## src/rtl/zero_one_scheduler.sv

```systemverilog
// Serializes a parallel word MSB-first into the zero_one_detector, collects det_y
// per bit through a latency-matched tag pipeline and returns hit count and hit map.
module zero_one_scheduler #(
  parameter int unsigned WORD_W  = 16,
  parameter int unsigned CNT_W   = 5,
  parameter int unsigned DET_LAT = 0
) (
  input  logic              clk,
  input  logic              rst,
  input  logic              in_valid,
  output logic              in_ready,
  input  logic [WORD_W-1:0] in_word,
  output logic              det_a,
  output logic              det_rst,
  input  logic              det_y,
  output logic              out_valid,
  input  logic              out_ready,
  output logic [CNT_W-1:0]  out_count,
  output logic [WORD_W-1:0] out_hits,
  output logic              busy
);

  localparam int unsigned IDX_W  = $clog2(WORD_W);
  localparam int unsigned BCNT_W = $clog2(WORD_W + 1);
  localparam logic [1:0]  DRAIN_LAST = (DET_LAT > 0) ? 2'(DET_LAT - 1) : 2'd0;

  typedef enum logic [2:0] {IDLE, CLEAR, SHIFT, DRAIN, DONE} state_t;

  state_t              state, state_n;
  logic [WORD_W-1:0]   shreg, shreg_n;
  logic [BCNT_W-1:0]   bcnt, bcnt_n;
  logic [1:0]          dcnt, dcnt_n;
  logic                det_a_n;
  logic                launch;
  logic [IDX_W-1:0]    launch_idx;
  logic [CNT_W-1:0]    count_n;
  logic [WORD_W-1:0]   hits_n;

  // Tag pipeline: stage 0 is loaded on the edge a bit is driven, the last stage
  // lines up with the edge its det_y response is valid.
  logic [DET_LAT:0]            tag_v;
  logic [DET_LAT:0][IDX_W-1:0] tag_i;

  assign launch_idx = IDX_W'(WORD_W - 32'd1 - 32'(bcnt));

  // Next-state, datapath and sampling
  always_comb begin
    state_n = state;
    shreg_n = shreg;
    bcnt_n  = bcnt;
    dcnt_n  = dcnt;
    det_a_n = 1'b0;
    launch  = 1'b0;
    count_n = out_count;
    hits_n  = out_hits;

    if (tag_v[DET_LAT] && det_y) begin
      count_n = out_count + CNT_W'(1);
      hits_n[tag_i[DET_LAT]] = 1'b1;
    end

    unique case (state)
      IDLE: begin
        if (in_valid && in_ready) begin
          shreg_n = in_word;
          bcnt_n  = '0;
          count_n = '0;
          hits_n  = '0;
          state_n = CLEAR;
        end
      end
      CLEAR, SHIFT: begin
        if (bcnt == BCNT_W'(WORD_W)) begin
          dcnt_n  = '0;
          state_n = (DET_LAT > 0) ? DRAIN : DONE;
        end else begin
          det_a_n = shreg[WORD_W-1];
          shreg_n = shreg << 1;
          bcnt_n  = bcnt + BCNT_W'(1);
          launch  = 1'b1;
          state_n = SHIFT;
        end
      end
      DRAIN: begin
        dcnt_n = dcnt + 2'd1;
        if (dcnt == DRAIN_LAST) state_n = DONE;
      end
      DONE: begin
        if (out_ready) state_n = IDLE;
      end
      default: state_n = IDLE;
    endcase
  end

  // State and registered outputs
  always_ff @(posedge clk) begin
    if (!rst) begin
      state     <= IDLE;
      shreg     <= '0;
      bcnt      <= '0;
      dcnt      <= '0;
      in_ready  <= 1'b0;
      busy      <= 1'b0;
      det_a     <= 1'b0;
      det_rst   <= 1'b1;
      out_valid <= 1'b0;
      out_count <= '0;
      out_hits  <= '0;
      tag_v     <= '0;
      tag_i     <= '0;
    end else begin
      state     <= state_n;
      shreg     <= shreg_n;
      bcnt      <= bcnt_n;
      dcnt      <= dcnt_n;
      in_ready  <= (state_n == IDLE);
      busy      <= (state_n != IDLE);
      det_a     <= det_a_n;
      det_rst   <= (state_n == CLEAR);
      out_valid <= (state_n == DONE);
      out_count <= count_n;
      out_hits  <= hits_n;
      tag_v[0]  <= launch;
      tag_i[0]  <= launch_idx;
      for (int i = 1; i <= int'(DET_LAT); i++) begin
        tag_v[i] <= tag_v[i-1];
        tag_i[i] <= tag_i[i-1];
      end
    end
  end

endmodule

```

## config.mk

```make
export PLATFORM = sky130hd
export DESIGN_NAME = zero_one_scheduler
export DESIGN_NICKNAME = d
export VERILOG_FILES = /design/src/rtl/zero_one_scheduler.sv
export SDC_FILE = /design/constraint.sdc
export NUM_CORES = 1
export LEC_CHECK = 0
export CORE_MARGIN = 2
export CORE_UTILIZATION = 35
export CTS_CLUSTER_DIAMETER = 100
export DETAILED_ROUTE_END_ITERATION = 10
export MAX_ROUTING_LAYER = met4
export RECOVER_POWER = 50
export SLEW_MARGIN = 40
export SYNTH_ARGS = -nofsm -noshare
export SYNTH_HDL_FRONTEND = slang
export SYNTH_SLANG_ARGS = --single-unit
```

## constraint.sdc

```tcl
create_clock -name clk -period 2.9 [get_ports clk]
set_clock_uncertainty 0.05 [all_clocks]
set_input_delay 0.435 -clock clk [delete_from_list [all_inputs] [get_ports clk]]
set_output_delay 0.435 -clock clk [all_outputs]
set_load 0.01 [all_outputs]
```

==> flow_summary.yaml, run 1 <==
sta:
  worst_pin_slew_ns: 0.551
  fmax_ghz: 0.505
  hold_slack_ns: 0.419
  fin_setup_tns_ns: 0
  setup_violations: 0
  maxSlewViolCount: 0
  rsz0062_at_grt: "no"
  post-route-min-period_ns: 1.98
  fin_ws_ns: 0.919
  finalCritPeriodShare: 0.683
  slew_headroom: 0.632
  hold_violations: 0
yosys:
  synth_cell_type_count: 37
  synth_edf_count: 0
  synth_warnings: 0
  synth_ff_type: "dfxtp_1"
  netlist_instances: 242
  synth_area_leaders: "dfxtp_1, a21oi_1, mux2i_1"
  yosysTopAreaCellShare: 0.495
  synth_area_per_cell_um2: 9.52
  yosysSeqAreaShare: 0.495
  syn_nets: 267
  ys_ff_latch: 57
  async_reset_ff_frac: 0
  synth_most_common_cell: "dfxtp_1"
  ys_top_cells_by_count: "dfxtp_1, nor2_1, a21oi_1, mux2i_1"
  yosys.area.top_type: "dfxtp_1"
  synth_area_mm2: 0.00230
pwr:
  power_density_mw_per_mm2: 620
  ir_drop_mv: 0.499
  leakage_nw: 1.16
  total_power_w: 0.00184
grt:
  grt_pass1_vias: 1787
  antenna_found_initial: 0
  overflow: 0
  grt_usage: 0.144
  met1_usage: 0.170
  grt.busiest_layer: "met2"
  gr-usage-met2: 0.220
  grt_start_max_net_pins: 26
  grtUsageMet3: 0.0661
  grt_pass1_wl_mm: 8.07
final_layout:
  final_layout_size_suffix_gt1_frac: 0.0785
  syn_to_final_growth_pct: 28.7
  final_nets: 314
  n_antenna_cell: 0
  fin_cells: 370
critical_path:
  end_kind: "register"
  path_max_fanout: 20
  crit_path_max_incr_delay_ns: 0.48
  crit_chain: "inv_1, ha_1, and4bb_1, o32ai_4, buf_8, o21ai_0, a21oi_1"
  worstPathArrival_ns: 2.19
  crit_slowest_cell: "o32ai_4"
  criticalPathCategory: "reg -> reg"
  crit_required_ns: 3.11
  r2r_cells: 7
  cp-start-kind: "register"
worst_hold_path:
  hold_path.class: "reg -> reg"
  hold-path-cell-count: 2
run_status:
  outcome: "finished clean"
detailed_routing:
  drt_iter0_drc: 38
  drc: 0
  drt_pass1_iterations: 4
  vias_per_cell: 4.93
  num_vias: 1823
  antenna_left: 0
  routed_wl_mm: 4.57
  wl_per_cell_um: 12.3
clock_tree:
  cts_tree: "built"
  post_cts_resized: 0
  htreeDepth: 3
  cts-root-buf: "clkbuf_8"
  clkLatencyLatePin_ns: 0.33
  cts.sinks: 57
  cts_setup_buffers: 0
  ctsHoldBuffers: 0
  clkTransAtPathRegs_ns: 0.06
  clock_path_buffers: 2
  numCtsBuffers: 9
place:
  dp_cells: 355
  port_buffers: 46
  pre_cts_slack_ns: 0.866
  hpwl_mm: 3.09
  gp_congestion: 0.769
floorplan:
  rows: 29
  dieArea_mm2: 0.00725
  design.core.area_mm2: 0.00635
  fp.dieW_um: 85.1
  initial_core_util: 0.363
  die_h_um: 85.1
  num_io_pins: 47
flow_run:
  cap_violations: 0
==> path summary, 6_finish.rpt <==
| kind | start | endpoint | slack, ns |
|---|---|---|---|
| max reg2reg | bcnt[0] | shreg[9] | 0.92 |
| min reg2reg | out_hits[7] | out_hits[7] | 0.42 |
| min | out_hits[7] | out_hits[7] | 0.42 |
| max | bcnt[0] | shreg[9] | 0.92 |
==> routing by layer <==
metal	vias up	part of all wire	wire, µm
li1	941	-	-
met1	822	0.48	2210
met2	52	0.43	1980
met3	8	0.069	316
met4	0	0.012	56
met5	-	0	0
==> power breakdown <==
group          switching [W]  internal, W
combinational       0.000118     0.000111
sequential         0.0000393     0.000839
clock               0.000296     0.000436
==> cells by family (layout without fill, tap and decap cells) <==
group,Yosys count,count (layout),share of synthesized area
AND/OR/NAND/NOR,78,78,0.159
AO/OA/AOI/OAI,60,60,0.154
flip-flops,57,57,0.495
buffers and inverters,19,70,0.0619
multiplexers,16,16,0.0695
XOR/XNOR,8,8,0.0385
adder cells (fa/ha/maj),4,4,0.0217
==> stage by stage <==
stage	instance area, µm²	utilization
6_report	2970	0.467
5_1_grt	2970	0.467
4_1_cts	2970	0.467
3_5_place_dp	2770	0.436
3_3_place_gp	2760	0.434
2_1_floorplan	2300	-
==> state kept, by name, summed over array words and instances, names as in the netlist <==
signal and flops:
out_hits 16, shreg 16, bcnt 5, out_count 5
tag_i 4, state 3, dcnt 2, busy 1
det_a 1, det_rst 1, in_ready 1, out_valid 1
tag_v 1
==> critical path: cells and delay by family (launching register included) <==
kind                       cells  cell delay, ns
and+or+nand+nor                1            0.30
buffers and inverters          2            0.29
DFF                            1            0.39
AOI/OAI and AO/OA              3            0.70
adders and majority gates      1            0.18
==> cells in the final DEF, fill, tap and decap left out, types with 4 or more instances in the layout <==
cell type / Yosys / layout
dfxtp_1: 57 / 57
nor2_1: 38 / 38
a21oi_1: 34 / 34
dlygate4sd3_1: 0 / 26
clkdlybuf4s50_1: 0 / 20
mux2i_1: 16 / 16
clkbuf_8: 0 / 11
nand2_1: 10 / 10
o21ai_0: 10 / 10
nor3_1: 8 / 8
inv_1: 5 / 5
nand3_1: 5 / 5
o21ai_1: 5 / 5
xnor2_1: 4 / 4
ha_1: 4 / 4
==> cell type report <==
| type | instances | area, µm² |
|---|---|---|
| Fill cell | 626 | 3380 |
| Sequential cell | 57 | 1140 |
| Multi-Input combinational cell | 166 | 1020 |
| Timing Repair Buffer | 49 | 490 |
| Clock buffer | 12 | 155 |
| Tap cell | 77 | 96.3 |
| Clock inverter | 3 | 40.0 |
| Inverter | 6 | 22.5 |
(Power assumes the default switching activity.)
==> run 2, diff against run 1 <==
- clock period: 2.9 -> 1.8 ns (I/O delays scaled with it)
==> flow_summary.yaml, run 2 (synthesized netlist as in run 1, its figures left out) <==
clock_tree:
  cts-root-buf: "clkbuf_8"
  cts_setup_buffers: 0
  numCtsBuffers: 9
  ctsHoldBuffers: 0
  cts_tree: "built"
  clock_path_buffers: 2
  cts.sinks: 57
  clkLatencyLatePin_ns: 0.34
  clkTransAtPathRegs_ns: 0.07
  htreeDepth: 3
floorplan:
  num_io_pins: 47
  die_h_um: 85.1
  initial_core_util: 0.363
  fp.dieW_um: 85.1
  rows: 29
  design.core.area_mm2: 0.00635
  dieArea_mm2: 0.00725
sta:
  fmax_ghz: 0.593
  setup_violations: 0
  finalCritPeriodShare: 0.937
  hold_violations: 0
  rsz0062_at_grt: "no"
  worst_pin_slew_ns: 0.456
  maxSlewViolCount: 0
  post-route-min-period_ns: 1.69
  slew_headroom: 0.696
  fin_setup_tns_ns: 0
final_layout:
  syn_to_final_growth_pct: 32.6
  fill_cells: 625
  final_layout_size_suffix_gt1_frac: 0.109
  largestRegisters: "out_hits: 16 flops, shreg: 16 flops"
  fin_area_mm2: 0.00306
  regArea_mm2: 0.00114
  n_antenna_cell: 0
  multi_input_area_mm2: 0.00102
  final_nets: 323
  fin_cells: 380
  layout_commonest_cell: "dfxtp_1"
  final_cell_mix: "dfxtp_1, nor2_1, clkdlybuf4s50_1"
detailed_routing:
  num_vias: 1867
  drc: 0
  drt_iter0_drc: 67
  drt_pass1_iterations: 4
  wl_per_cell_um: 12.3
  vias_per_cell: 4.91
  routed_wl_mm: 4.67
  antenna_left: 0
critical_path:
  timing.rr.end: "dcnt[1]"
  r2r_cells: 6
  criticalPathCategory: "reg -> reg"
  end_kind: "register"
  cp-start-kind: "register"
  worstPathArrival_ns: 1.87
  path_max_fanout: 7
  r2r_slack_ns: 0.11
  crit_required_ns: 1.98
  reg2reg_from: "bcnt[1]"
place:
  dp_cells: 364
  port_buffers: 46
  gp_congestion: 0.750
  hpwl_mm: 3.21
  place_area_mm2: 0.00287
grt:
  grt_usage: 0.143
  grt_pass1_vias: 1698
  grt_start_max_net_pins: 31
  grt_pass1_wl_mm: 7.94
  overflow: 0
  antenna_found_initial: 0
run_status:
  outcome: "finished clean"
flow_run:
  cap_violations: 0
pwr:
  power_density_mw_per_mm2: 967
  ir_drop_mv: 0.609
  leakage_nw: 1.15
worst_hold_path:
  hold-path-cell-count: 2
  whs_endpoint: "out_hits[14]"
  hold_start: "out_hits[14]"
  hold_path.class: "reg -> reg"
## run 2: cell types whose count changed in the layout (fill, tap and decap cells not counted), sizes merged
cell	delta
clkbuf	-1
buf	+8
clkinv	+3
clkdlybuf4s50	+16
dlygate4sd3	-16
## run 2: repair_timing
item | 4_1_cts | 5_1_grt
endpoints found under the setup margin | 0 | 4
hold endpoints to repair | 0 | 0
resized for setup | 0 | 2
## run 2: power breakdown
group	internal (W)	leakage [nW]	switching (W)	total, W
Clock	0.000631	0.0998	0.000499	0.00113
Sequential	0.00135	0.465	0.0000561	0.00141
Combinational	0.000211	0.588	0.000205	0.000416
## run 2: worst max path at each step
stage	start	to	slack (ns)	cells past startpoint
floorplan	bcnt[0]	bcnt[1]	0.16	7
CTS	bcnt[1]	dcnt[1]	0.04	6
global placement	bcnt[0]	dcnt[1]	0.11	6
finish	bcnt[1]	dcnt[1]	0.11	6
detailed placement	bcnt[1]	dcnt[1]	0.07	6
global route	state[0]	shreg[5]	0.01	5
## run 2: cell type report
cell class,count,area share
inverters,6,0.00737
repair buffers,58,0.191
clock inverters,6,0.0192
flip-flops and latches,57,0.373
multi-input cells,166,0.335
well taps,77,0.0315
clock buffers,10,0.0418
## run 2: per-stage QoR
step / power [W] / setup WS (ns) / utilization / hold slack [ns]
2_1_floorplan: 0.00171 / 0.158 / - / 0.381
3_3_place_gp: 0.00185 / 0.107 / 0.452 / 0.399
3_5_place_dp: 0.00186 / 0.0744 / 0.452 / 0.410
4_1_cts: 0.00300 / 0.0388 / 0.481 / 0.420
5_1_grt: 0.00311 / 0.00997 / 0.481 / 0.447
6_report: 0.00295 / 0.114 / 0.481 / 0.419
## run 2: worst max-delay path: stages, from the launching register on
cell and delay (ns):
dfxtp_1 0.31, inv_1 0.05, ha_1 0.13, and4bb_4 0.30
nor2_1 0.06, or3_1 0.40, a32o_2 0.27
## run 2: layer usage
metal | routed length (µm) | part of all wire | global-route usage | up-vias
met1 | 2260 | 0.48 | 0.180 | 841
met4 | 28 | 0.0060 | 0.0476 | 0
met3 | 320 | 0.069 | 0.0623 | 5
met2 | 2060 | 0.44 | 0.207 | 64
met5 | 0 | 0 | - | -
li1 | - | - | - | 957
==> run 3, diff against run 2 <==
- CORE_UTILIZATION: 35 -> 45
- PLACE_DENSITY: not set -> 0.74
- SETUP_SLACK_MARGIN: not set -> 0.3
- clock period: 1.8 -> 1.5 ns (I/O delays scaled with it)
==> flow_summary.yaml, run 3 (synthesized netlist as in run 1, its figures left out) <==
detailed_routing:
  routed_wl_mm: 6.42
  wl_per_cell_um: 16.0
  wl_met3_um: 325
  drc: 0
  vias_per_cell: 5.28
  num_vias: 2123
  drt_pass1_iterations: 4
  met1Wirelength_mm: 2.54
  antenna_left: 0
  highest_layer: "met4"
  drt_iter0_drc: 64
  wl_met2_mm: 3.40
sta:
  post-route-min-period_ns: 1.67
  setup_violations: 23
  hold_violations: 0
  fin_ws_ns: -0.167
  slew_headroom: 0.765
  maxSlewViolCount: 0
  worst_pin_slew_ns: 0.351
  rsz0062_at_grt: "yes"
  finalCritPeriodShare: 1.11
  fmax_ghz: 0.600
flow_run:
  cap_violations: 0
place:
  gp_congestion: 0.843
  place_area_mm2: 0.00296
  port_buffers: 46
  hpwl_mm: 3.26
final_layout:
  final_nets: 353
  largestRegisters: "out_hits: 16 flops, shreg: 16 flops"
  layout_commonest_cell: "dfxtp_1"
  n_antenna_cell: 0
  final_layout_size_suffix_gt1_frac: 0.404
  fin_area_mm2: 0.00369
  syn_to_final_growth_pct: 59.9
  utilization: 0.736
  final_cell_mix: "dfxtp_1, a21oi_1, buf_4"
clock_tree:
  cts_tree: "built"
  htreeDepth: 3
  clkTransAtPathRegs_ns: 0.07
  clock_path_buffers: 2
  cts.sinks: 57
  numCtsBuffers: 9
  clkLatencyLatePin_ns: 0.34
  cts-root-buf: "clkbuf_8"
grt:
  grt_usage: 0.226
  antenna_found_initial: 0
  grt_pass1_vias: 1974
  grt_pass1_wl_mm: 9.16
  grt_start_max_net_pins: 31
  overflow: 0
critical_path:
  cp-start-kind: "register"
  r2r_cells: 8
  crit_path_max_incr_delay_ns: 0.33
  crit_slowest_cell: "dfxtp_2"
  crit_required_ns: 1.72
  criticalPathCategory: "reg -> reg"
  worstSetupStartpoint: "bcnt[1]"
  worstPathArrival_ns: 1.88
  timing.rr.end: "shreg[15]"
  end_kind: "register"
  reg2reg_from: "bcnt[1]"
  crit_chain: "inv_1, ha_4, and4bb_4, o32ai_4, buf_12, clkbuf_16, o21ai_2, a21oi_1"
  worstSetupEndpoint: "shreg[15]"
  r2r_slack_ns: -0.17
  path_max_fanout: 7
run_status:
  outcome: "finished, violations left"
  violations: "setup timing"
floorplan:
  fp.dieW_um: 75.6
  num_io_pins: 47
  die_h_um: 75.6
  design.core.area_mm2: 0.00501
  dieArea_mm2: 0.00571
  initial_core_util: 0.460
  rows: 26
worst_hold_path:
  hold-path-cell-count: 2
  hold_path.class: "reg -> reg"
pwr:
  power_density_mw_per_mm2: 1090
  ir_drop_mv: 0.846
  leakage_nw: 1.32
-- run 3: per-layer routing --
metal | vias to the layer above | track usage
met5 | - | -
met4 | 0 | 0.103
met3 | 15 | 0.0608
met2 | 74 | 0.369
met1 | 1006 | 0.259
li1 | 1028 | -
-- run 3: critical path: cells and delay by family, from the launching register on --
kind	cells	cell delay, ns
simple gates	1	0.22
flops	1	0.33
fa+ha+maj	1	0.15
buf+inv	3	0.37
compound gates	3	0.49
-- run 3: final cells by class --
type	count	area [µm²]
clock buffers	12	155
clock inverters	3	40.0
fillers	367	1320
inverters	6	22.5
multi-input cells	166	1360
flip-flops and latches	57	1160
well taps	70	87.6
repair buffers	88	862
-- run 3: metrics by stage --
step	setup WS [ns]	hold WS (ns)	instances	total power (W)	TNS, ns
2_1_floorplan	-0.113	0.336	242	0.00207	-1.44
3_3_place_gp	-0.187	0.395	369	0.00225	-2.96
3_5_place_dp	-0.226	0.409	369	0.00226	-3.79
4_1_cts	-0.114	0.430	396	0.00383	-1.79
5_1_grt	-0.218	0.462	402	0.00420	-4.06
6_report	-0.167	0.443	402	0.00403	-2.77
-- run 3: worst min-delay path by stage --
stage	from	to
floorplan	in_valid	state[0]
global placement	out_hits[14]	out_hits[14]
detailed placement	out_hits[6]	out_hits[6]
CTS	out_hits[9]	out_hits[9]
global route	in_word[0]	shreg[0]
finish	out_hits[15]	out_hits[15]
-- run 3: repair_timing --
action,4_1_cts,5_1_grt
resized for setup,108,78
pin swaps,24,19
setup endpoints to repair,78,75
hold buffers,0,0
buffers inserted,9,4
gates cloned,3,2
-- run 3: power breakdown --
group	internal, W	switching, W	leakage (nW)
Combinational	0.000483	0.000404	0.746
Sequential	0.00162	0.0000845	0.472
Clock	0.000843	0.000593	0.102
Total	0.00295	0.00108	1.32
